<file path="config.mk">
export PLATFORM = sky130hd
export DESIGN_NAME = uart_link_flat
export DESIGN_NICKNAME = d
export VERILOG_FILES = /design/src/rtl/uart_pkg.sv /design/src/rtl/uart_link_if.sv /design/src/rtl/uart_rx_core.sv /design/src/rtl/uart_tx_core.sv /design/src/rtl/uart_link.sv /design/src/flat_wrapper.sv
export SDC_FILE = /design/constraint.sdc
export NUM_CORES = 1
export LEC_CHECK = 0
export CAP_MARGIN = 20
export CORE_MARGIN = 1.5
export CORE_UTILIZATION = 62
export DETAILED_ROUTE_END_ITERATION = 12
export GPL_TIMING_DRIVEN = 0
export PLACE_DENSITY = 0.95
export SETUP_SLACK_MARGIN = 0.2
export SYNTH_ARGS = -nofsm -noshare
export SYNTH_HDL_FRONTEND = slang
export SYNTH_SLANG_ARGS = --single-unit
</file>
<file path="constraint.sdc">
create_clock -name clk -period 3.9 [get_ports clk]
set_input_delay 0.39 -clock clk [delete_from_list [all_inputs] [get_ports clk]]
set_output_delay 0.39 -clock clk [all_outputs]
set_load 0.005 [all_outputs]
</file>
<file path="src/rtl/uart_pkg.sv">
// Shared types and sizing helpers for the uart_link TX/RX cores.
package uart_pkg;

  typedef enum logic [1:0] {
    ST_IDLE  = 2'd0,
    ST_START = 2'd1,
    ST_DATA  = 2'd2,
    ST_STOP  = 2'd3
  } uart_state_e;

  // Width of a counter spanning 0..div-1.
  function automatic int cnt_width(input int div);
    return (div > 1) ? $clog2(div) : 1;
  endfunction

  // Width of a data-bit index spanning 0..n-1.
  function automatic int idx_width(input int n);
    return (n > 1) ? $clog2(n) : 1;
  endfunction

endpackage

</file>
<file path="src/rtl/uart_link_if.sv">
// Parallel-side handshake bundle between on-chip logic (master) and uart_link (slave).
interface uart_link_if #(
  parameter int DATA_SIZE = 8
);
  logic                 tx_start;
  logic [DATA_SIZE-1:0] tx_data;
  logic                 tx_busy;
  logic [DATA_SIZE-1:0] rx_data;
  logic                 rx_is_receiving;
  logic                 rx_is_completed;

  modport master (
    output tx_start, tx_data,
    input  tx_busy, rx_data, rx_is_receiving, rx_is_completed
  );

  modport slave (
    input  tx_start, tx_data,
    output tx_busy, rx_data, rx_is_receiving, rx_is_completed
  );
endinterface

</file>
<file path="src/rtl/uart_rx_core.sv">
// UART receiver: 2-flop synchronizer, mid-bit sampling, framing check on the stop bit.
module uart_rx_core
  import uart_pkg::*;
#(
  parameter int DIV       = 4,
  parameter int DATA_SIZE = 8
) (
  input  logic                 clk,
  input  logic                 rst,
  input  logic                 rx_i,
  output logic [DATA_SIZE-1:0] data_o,
  output logic                 receiving_o,
  output logic                 done_o
);

  localparam int CW = cnt_width(DIV);
  localparam int BW = idx_width(DATA_SIZE);
  localparam logic [CW-1:0] CNT_LAST  = CW'(DIV - 1);
  localparam logic [CW-1:0] HALF_LAST = CW'(DIV / 2 - 1);
  localparam logic [BW-1:0] BIT_LAST  = BW'(DATA_SIZE - 1);

  uart_state_e          state_q, state_d;
  logic [CW-1:0]        cnt_q, cnt_d;
  logic [BW-1:0]        bit_q, bit_d;
  logic [DATA_SIZE-1:0] shift_q, shift_d;
  logic [DATA_SIZE-1:0] data_q, data_d;
  logic                 recv_q, recv_d;
  logic                 done_q, done_d;
  logic                 arm_q, arm_d;
  logic                 sync1_q, sync2_q;
  logic                 rx_s;

  assign rx_s        = sync2_q;
  assign data_o      = data_q;
  assign receiving_o = recv_q;
  assign done_o      = done_q;

  // Metastability synchronizer on the asynchronous serial input.
  always_ff @(posedge clk or posedge rst) begin
    if (rst) begin
      sync1_q <= 1'b1;
      sync2_q <= 1'b1;
    end else begin
      sync1_q <= rx_i;
      sync2_q <= sync1_q;
    end
  end

  // State and datapath registers.
  always_ff @(posedge clk or posedge rst) begin
    if (rst) begin
      state_q <= ST_IDLE;
      cnt_q   <= '0;
      bit_q   <= '0;
      shift_q <= '0;
      data_q  <= '0;
      recv_q  <= 1'b0;
      done_q  <= 1'b0;
      arm_q   <= 1'b1;
    end else begin
      state_q <= state_d;
      cnt_q   <= cnt_d;
      bit_q   <= bit_d;
      shift_q <= shift_d;
      data_q  <= data_d;
      recv_q  <= recv_d;
      done_q  <= done_d;
      arm_q   <= arm_d;
    end
  end

  // arm_q blocks a new start after a framing error until the line has gone high.
  always_comb begin
    state_d = state_q;
    cnt_d   = cnt_q + 1'b1;
    bit_d   = bit_q;
    shift_d = shift_q;
    data_d  = data_q;
    recv_d  = recv_q;
    done_d  = 1'b0;
    arm_d   = arm_q;
    case (state_q)
      ST_IDLE: begin
        cnt_d = '0;
        if (!arm_q) begin
          arm_d = rx_s;
        end else if (!rx_s) begin
          state_d = ST_START;
          recv_d  = 1'b1;
        end else begin
          recv_d  = 1'b0;
        end
      end
      ST_START: begin
        if (cnt_q == HALF_LAST) begin
          cnt_d = '0;
          bit_d = '0;
          if (rx_s) begin
            state_d = ST_IDLE;
            recv_d  = 1'b0;
          end else begin
            state_d = ST_DATA;
          end
        end else begin
          state_d = ST_START;
        end
      end
      ST_DATA: begin
        if (cnt_q == CNT_LAST) begin
          cnt_d = '0;
          shift_d = shift_q >> 1'b1;
          shift_d[DATA_SIZE-1] = rx_s;
          if (bit_q == BIT_LAST) begin
            state_d = ST_STOP;
          end else begin
            bit_d   = bit_q + 1'b1;
          end
        end else begin
          state_d = ST_DATA;
        end
      end
      ST_STOP: begin
        if (cnt_q == CNT_LAST) begin
          state_d = ST_IDLE;
          cnt_d   = '0;
          recv_d  = 1'b0;
          if (rx_s) begin
            data_d = shift_q;
            done_d = 1'b1;
          end else begin
            arm_d  = 1'b0;
          end
        end else begin
          state_d = ST_STOP;
        end
      end
      default: begin
        state_d = ST_IDLE;
        cnt_d   = '0;
        recv_d  = 1'b0;
      end
    endcase
  end

endmodule

</file>
<file path="src/rtl/uart_tx_core.sv">
// UART transmitter: start bit, DATA_SIZE data bits LSB first, one stop bit, DIV clocks per bit.
module uart_tx_core
  import uart_pkg::*;
#(
  parameter int DIV       = 4,
  parameter int DATA_SIZE = 8
) (
  input  logic                 clk,
  input  logic                 rst,
  input  logic                 start_i,
  input  logic [DATA_SIZE-1:0] data_i,
  output logic                 tx_o,
  output logic                 busy_o
);

  localparam int CW = cnt_width(DIV);
  localparam int BW = idx_width(DATA_SIZE);
  localparam logic [CW-1:0] CNT_LAST = CW'(DIV - 1);
  localparam logic [BW-1:0] BIT_LAST = BW'(DATA_SIZE - 1);

  uart_state_e          state_q, state_d;
  logic [CW-1:0]        cnt_q, cnt_d;
  logic [BW-1:0]        bit_q, bit_d;
  logic [DATA_SIZE-1:0] shift_q, shift_d;
  logic                 tx_q, tx_d;
  logic                 busy_q, busy_d;
  logic                 bit_end_s;

  assign bit_end_s = (cnt_q == CNT_LAST);
  assign tx_o      = tx_q;
  assign busy_o    = busy_q;

  // State and datapath registers.
  always_ff @(posedge clk or posedge rst) begin
    if (rst) begin
      state_q <= ST_IDLE;
      cnt_q   <= '0;
      bit_q   <= '0;
      shift_q <= '0;
      tx_q    <= 1'b1;
      busy_q  <= 1'b0;
    end else begin
      state_q <= state_d;
      cnt_q   <= cnt_d;
      bit_q   <= bit_d;
      shift_q <= shift_d;
      tx_q    <= tx_d;
      busy_q  <= busy_d;
    end
  end

  // Next-state logic; tx_d is the line level for the following bit period.
  always_comb begin
    state_d = state_q;
    cnt_d   = cnt_q + 1'b1;
    bit_d   = bit_q;
    shift_d = shift_q;
    tx_d    = tx_q;
    busy_d  = busy_q;
    case (state_q)
      ST_IDLE: begin
        cnt_d = '0;
        if (start_i) begin
          state_d = ST_START;
          shift_d = data_i;
          tx_d    = 1'b0;
          busy_d  = 1'b1;
        end else begin
          tx_d    = 1'b1;
        end
      end
      ST_START: begin
        if (bit_end_s) begin
          state_d = ST_DATA;
          cnt_d   = '0;
          bit_d   = '0;
          tx_d    = shift_q[0];
          shift_d = shift_q >> 1'b1;
        end else begin
          state_d = ST_START;
        end
      end
      ST_DATA: begin
        if (bit_end_s) begin
          cnt_d = '0;
          if (bit_q == BIT_LAST) begin
            state_d = ST_STOP;
            tx_d    = 1'b1;
          end else begin
            bit_d   = bit_q + 1'b1;
            tx_d    = shift_q[0];
            shift_d = shift_q >> 1'b1;
          end
        end else begin
          state_d = ST_DATA;
        end
      end
      ST_STOP: begin
        if (bit_end_s) begin
          state_d = ST_IDLE;
          cnt_d   = '0;
          busy_d  = 1'b0;
          tx_d    = 1'b1;
        end else begin
          state_d = ST_STOP;
        end
      end
      default: begin
        state_d = ST_IDLE;
        cnt_d   = '0;
        tx_d    = 1'b1;
        busy_d  = 1'b0;
      end
    endcase
  end

endmodule

</file>
<file path="src/rtl/uart_link.sv">
// UART TX/RX pair; the two cores run independently, each with its own baud counter.
module uart_link
  import uart_pkg::*;
#(
  parameter int FREQ      = 50000000,
  parameter int BAUD      = 115200,
  parameter int DATA_SIZE = 8
) (
  input  logic        clk,
  input  logic        rst,
  uart_link_if.slave  bus,
  output logic        tx_out,
  input  logic        rx_in
);

  localparam int DIV = FREQ / BAUD;

  if (DIV < 4) begin : g_div_check
    $error("uart_link: FREQ/BAUD must be at least 4");
  end

  uart_tx_core #(
    .DIV       (DIV),
    .DATA_SIZE (DATA_SIZE)
  ) u_tx (
    .clk     (clk),
    .rst     (rst),
    .start_i (bus.tx_start),
    .data_i  (bus.tx_data),
    .tx_o    (tx_out),
    .busy_o  (bus.tx_busy)
  );

  uart_rx_core #(
    .DIV       (DIV),
    .DATA_SIZE (DATA_SIZE)
  ) u_rx (
    .clk         (clk),
    .rst         (rst),
    .rx_i        (rx_in),
    .data_o      (bus.rx_data),
    .receiving_o (bus.rx_is_receiving),
    .done_o      (bus.rx_is_completed)
  );

endmodule

</file>
<file path="src/flat_wrapper.sv">
// flat-port wrapper written by rule: the top's interface ports become plain ports
module uart_link_flat import uart_pkg::*;
#(
  parameter int FREQ      = 50000000,
  parameter int BAUD      = 115200,
  parameter int DATA_SIZE = 8
)
  (clk, rst, tx_out, rx_in, bus_tx_start, bus_tx_data, bus_tx_busy, bus_rx_data, bus_rx_is_receiving, bus_rx_is_completed);
  uart_link_if #(.DATA_SIZE(DATA_SIZE)) bus_i ();
  input  logic clk;
  input  logic rst;
  output logic tx_out;
  input  logic rx_in;
  input wire logic [$bits(bus_i.tx_start)-1:0] bus_tx_start;
  input wire logic [$bits(bus_i.tx_data)-1:0] bus_tx_data;
  output wire logic [$bits(bus_i.tx_busy)-1:0] bus_tx_busy;
  output wire logic [$bits(bus_i.rx_data)-1:0] bus_rx_data;
  output wire logic [$bits(bus_i.rx_is_receiving)-1:0] bus_rx_is_receiving;
  output wire logic [$bits(bus_i.rx_is_completed)-1:0] bus_rx_is_completed;
  assign bus_i.tx_start = bus_tx_start;
  assign bus_i.tx_data = bus_tx_data;
  assign bus_tx_busy = bus_i.tx_busy;
  assign bus_rx_data = bus_i.rx_data;
  assign bus_rx_is_receiving = bus_i.rx_is_receiving;
  assign bus_rx_is_completed = bus_i.rx_is_completed;
  uart_link #(.FREQ(FREQ), .BAUD(BAUD), .DATA_SIZE(DATA_SIZE)) u_core (.clk(clk), .rst(rst), .bus(bus_i), .tx_out(tx_out), .rx_in(rx_in));
endmodule
</file>
==> summary by stage <==
Yosys
The total of flip-flops plus latches after synthesis is 59. The cell area after synthesis is 2902 µm². The leading register cell type out of synthesis is sky130_fd_sc_hd__dfrtp_1. The share of the Yosys chip area taken by registers is 0.5106. The net count after synthesis is about 280.

The number of synthesized flops with an enable pin is 0. The instance count of the mapped netlist is 250. The Yosys step of the flow raised 0 warnings. In this run the mean area of a mapped cell was around 12 µm².

The fraction of post-synthesis cell area in the top cell type by area is 0.4743. After synthesis, the share of flip-flops with an asynchronous set or reset is 1.000. The number of distinct standard cells referenced by the synthesized netlist is 47. The largest area contributor in the synthesized netlist is sky130_fd_sc_hd__dfrtp_1. In the post-synthesis netlist, the biggest area contributors are sky130_fd_sc_hd__dfrtp_1, sky130_fd_sc_hd__mux2_2, sky130_fd_sc_hd__ha_1.

CTS
Once the clock tree was built, the resizer swapped 0 gates to a different size. The TritonCTS buffer count is 9. The clock tree from TritonCTS is done. The count of hold-fix buffers inserted at cts is 0. The number of levels the H-tree was split into is 3. The source-to-sink clock delay at the later pin of the worst-skew pair is around 0.34 ns. The total number of clock tree sinks is just under 60.

The root buffer cell is sky130_fd_sc_hd__clkbuf_8. Post-CTS timing repair inserted 0 buffers for setup. The clock edge transition at the registers on the reported setup and hold paths is roughly 0.080 ns.

Counting along the longest clock path gives a buffer depth of 2.

Hold path
The class of the tightest hold or removal check is reg -> reg. The hold path startpoint is u_core.u_rx.sync1_q.

Timing
The max-slew headroom at the worst pin is 0.5721. The hold violation total from the final report was 0. The post-route clock skew is between 0.007 and 0.008 ns.

The post-route minimum period is ~2.1 ns. For the pin with the worst max-slew slack, the measured transition is about 0.64 ns. Of the available clock period, the critical path in the final layout requires 0.5357. Setup repair after global routing left no endpoint under its margin. The final worst-path setup slack is 1.811 ns.

For the final routed database, the setup TNS stands at 0 ns. Setup violations remaining at the end of the flow were counted as 0. The total count of max-transition violations in the final report is 0. Static timing analysis puts the maximum clock frequency at about 0.48 GHz.

Power
Of the total power, the share spent switching nets is 0.2845. The analysis attributes to cell leakage a power of approximately 0.0016 µW. The maximum resistive drop on vdd is 0.4019 mV. The share of total power dissipated in combinational logic is 0.110. The register share of total power is 0.495. The total power density per cell area is 422.2 nW/µm². In this run the power spent charging and discharging nets is slightly above 400 µW. Cell internal power was estimated by the tool at between 1000 and 1500 µW. Of the total power, the clock network draws 0.395.

Placed design
The number of I/O port buffers is 23. The final RePlAce weighted congestion is about 0.87. After detailed placement, the total cell area comes to 3217 µm². The total half-perimeter wirelength after legalization and detailed placement is 3686 µm. At the placement stage, the worst setup path has a slack of 1.851 ns.

Final layout
The sequential cells in the finished layout cover a total of about 1500 µm². In the layout the commonest cells are sky130_fd_sc_hd__dfrtp_1, sky130_fd_sc_hd__mux2_2, sky130_fd_sc_hd__nor2_1. Of the cells placed in the final design, the portion with a size suffix greater than 1 is 0.2345. The area of the multi-input gates is 1365 µm². The filler cells instantiated in the layout total ~280. The most common cell after layout, fill and taps aside is sky130_fd_sc_hd__dfrtp_1. After the last flow step, the layout net total stands at 311.

The number of inserted diodes is 0. The post-layout utilization of the core is 0.7744. The layout overhead on the synthesized area is 17.81%. After routing the design area is approximately 3400 µm².

Global routing
The overall routing resource usage is 0.2500. The via count of the first global-routing pass was 2103. Entering global routing, the biggest net connects 32 pins. For this run the aggregate overflow at the end of global routing stands at 0.

The first global-routing pass estimated between 9000 and 10000 µm of wire. The number of antenna violations at the first check in global routing is 0.

Setup path
The buffering stage count on the worst path with inverters included is 1. Walking the worst path, the cells encountered are inv_1 -> ha_1 -> and4bb_2 -> nand4b_2 -> nor2_2 -> mux2_2. The worst register-to-register path begins at u_core.u_rx.cnt_q[1]. The slowest stage of the critical path is the sky130_fd_sc_hd__dfrtp_1 cell. Data on the critical path is required at its endpoint by between 4 and 5 ns. The peak per-stage delay on the critical path is between 0.4 and 0.5 ns. The arrival time at the worst endpoint is about 2.3 ns. The critical setup path kind is reg -> reg. In this run the worst path has a maximum fanout of 8. The startpoint type of the worst setup path is a register. The worst setup path is captured at a register. The timing startpoint of the critical path is u_core.u_rx.cnt_q[1]. The cell family contributing the most delay on the critical path is simple AND/OR/NAND/NOR gates.

Route
The routed length per placed instance is approximately 17 µm. The total via count after detailed routing is 2038. After the first detailed-routing iteration, the DRC count stood at approximately 120. Summed over all layers, the routed wires come to roughly 5700 µm. The number of detailed-routing iterations run before antenna repair is 4. The final antenna-violating net count is 0. In the routed design, unresolved DRC markers number 0.

Using the TritonRoute via totals, the vias-per-cell ratio works out to around 6.0.

Floorplanning
The standard cell core area is 4414 µm². The floorplan has 24 rows. The number of placed I/O pins is 24.

In this run the horizontal extent of the chip is 71.41 µm. The overall die area is 5099 µm². For this configuration, the core starts out at a cell density of 0.6573. The floorplan die height is 71.41 µm.

Run
The tool flagged a number of max-cap violations equal to 0.

Outcome
The run finished with clean final reports.
## metal layers
| layer | global-route usage | vias up | routed length [µm] |
|---|---|---|---|
| li1 | - | 959 | - |
| met1 | 0.2963 | 1016 | 2439 |
| met2 | 0.4331 | 55 | 2955 |
| met3 | 0.08158 | 8 | 250 |
| met4 | 0.07757 | 0 | 61 |
| met5 | 0 | - | 0 |
## layout make-up
class,count,area share
multi-input combinational,177,0.3993
inverter,7,0.007687
timing repair buffer,24,0.07321
sequential,59,0.4334
clock inverter,7,0.02269
buffer,7,0.008419
tap,52,0.01903
clock buffer,9,0.03624
## flip-flops by register name, summed over array words and instances, names as in the netlist, 2 cells and up
signal and cells:
u_core.u_rx.cnt_q 9, u_core.u_tx.cnt_q 9, u_core.u_rx.data_o 8, u_core.u_rx.shift_q 8, u_core.u_tx.shift_q 8, u_core.u_rx.bit_q 3
u_core.u_tx.bit_q 3, u_core.u_rx.state_q 2, u_core.u_tx.state_q 2
## synth_stat cells, drive strengths merged (4+ instances only)
library cell and number:
mux2 33, buf 4, xnor2 6, inv 7, nand3 10, dfstp 4
dfrtp 55, ha 14, xor2 8, nor3 6, nand2 12, nand2b 5
a21oi 4, nor2 30, o21ai 9
## power by group through the flow
stage          clock network (µW)  registers, µW  logic, µW
3_3_place_gp                    0            719        141
5_1_grt                       607            721        180
3_5_place_dp                    0            723        157
6_report                      570            715        159
4_1_cts                       578            713        161
2_1_floorplan                   0            706        111
## metrics by stage
| step | cells | hold slack, ns | total power [µW] |
|---|---|---|---|
| 3_5_place_dp | 326 | 0.3478 | 879.7 |
| 6_report | 342 | 0.3535 | 1443 |
| 3_3_place_gp | 325 | 0.3458 | 859.9 |
| 2_1_floorplan | 250 | 0.3452 | 817.7 |
| 4_1_cts | 342 | 0.3587 | 1452 |
| 5_1_grt | 342 | 0.3544 | 1508 |
## cell families (layout without fill, tap and decap cells)
group / after synthesis / after routing / share of synthesized area
AND/OR/NAND/NOR: 84 / 84 / 0.1587
flip-flops: 59 / 59 / 0.5106
multiplexers: 36 / 36 / 0.1384
AO/OA/AOI/OAI: 29 / 29 / 0.07072
adder cells (fa/ha/maj): 14 / 14 / 0.06037
XOR/XNOR: 14 / 14 / 0.04226
buffers and inverters: 14 / 54 / 0.01898
## worst paths after layout
| path | to | slack, ns | cells after the start |
|---|---|---|---|
| min in group asynchronous | u_core.u_tx.cnt_q[4] | 0.47 | 2 |
| max in group asynchronous | u_core.u_rx.sync1_q | 2.78 | 3 |
| min reg2reg | u_core.u_rx.rx_s | 0.35 | 0 |
| min | u_core.u_rx.rx_s | 0.35 | 0 |
| max reg2reg | u_core.u_rx.data_o[2] | 1.81 | 6 |
| max | u_core.u_rx.data_o[2] | 1.81 | 6 |
## worst register-to-register path, stage by stage, from the launching register on
cell                       delay [ns]
sky130_fd_sc_hd__dfrtp_1         0.42
sky130_fd_sc_hd__inv_1           0.11
sky130_fd_sc_hd__ha_1            0.20
sky130_fd_sc_hd__and4bb_2        0.25
sky130_fd_sc_hd__nand4b_2        0.20
sky130_fd_sc_hd__nor2_2          0.41
sky130_fd_sc_hd__mux2_2          0.40
Note: power is estimated with default switching activity, not from simulation.
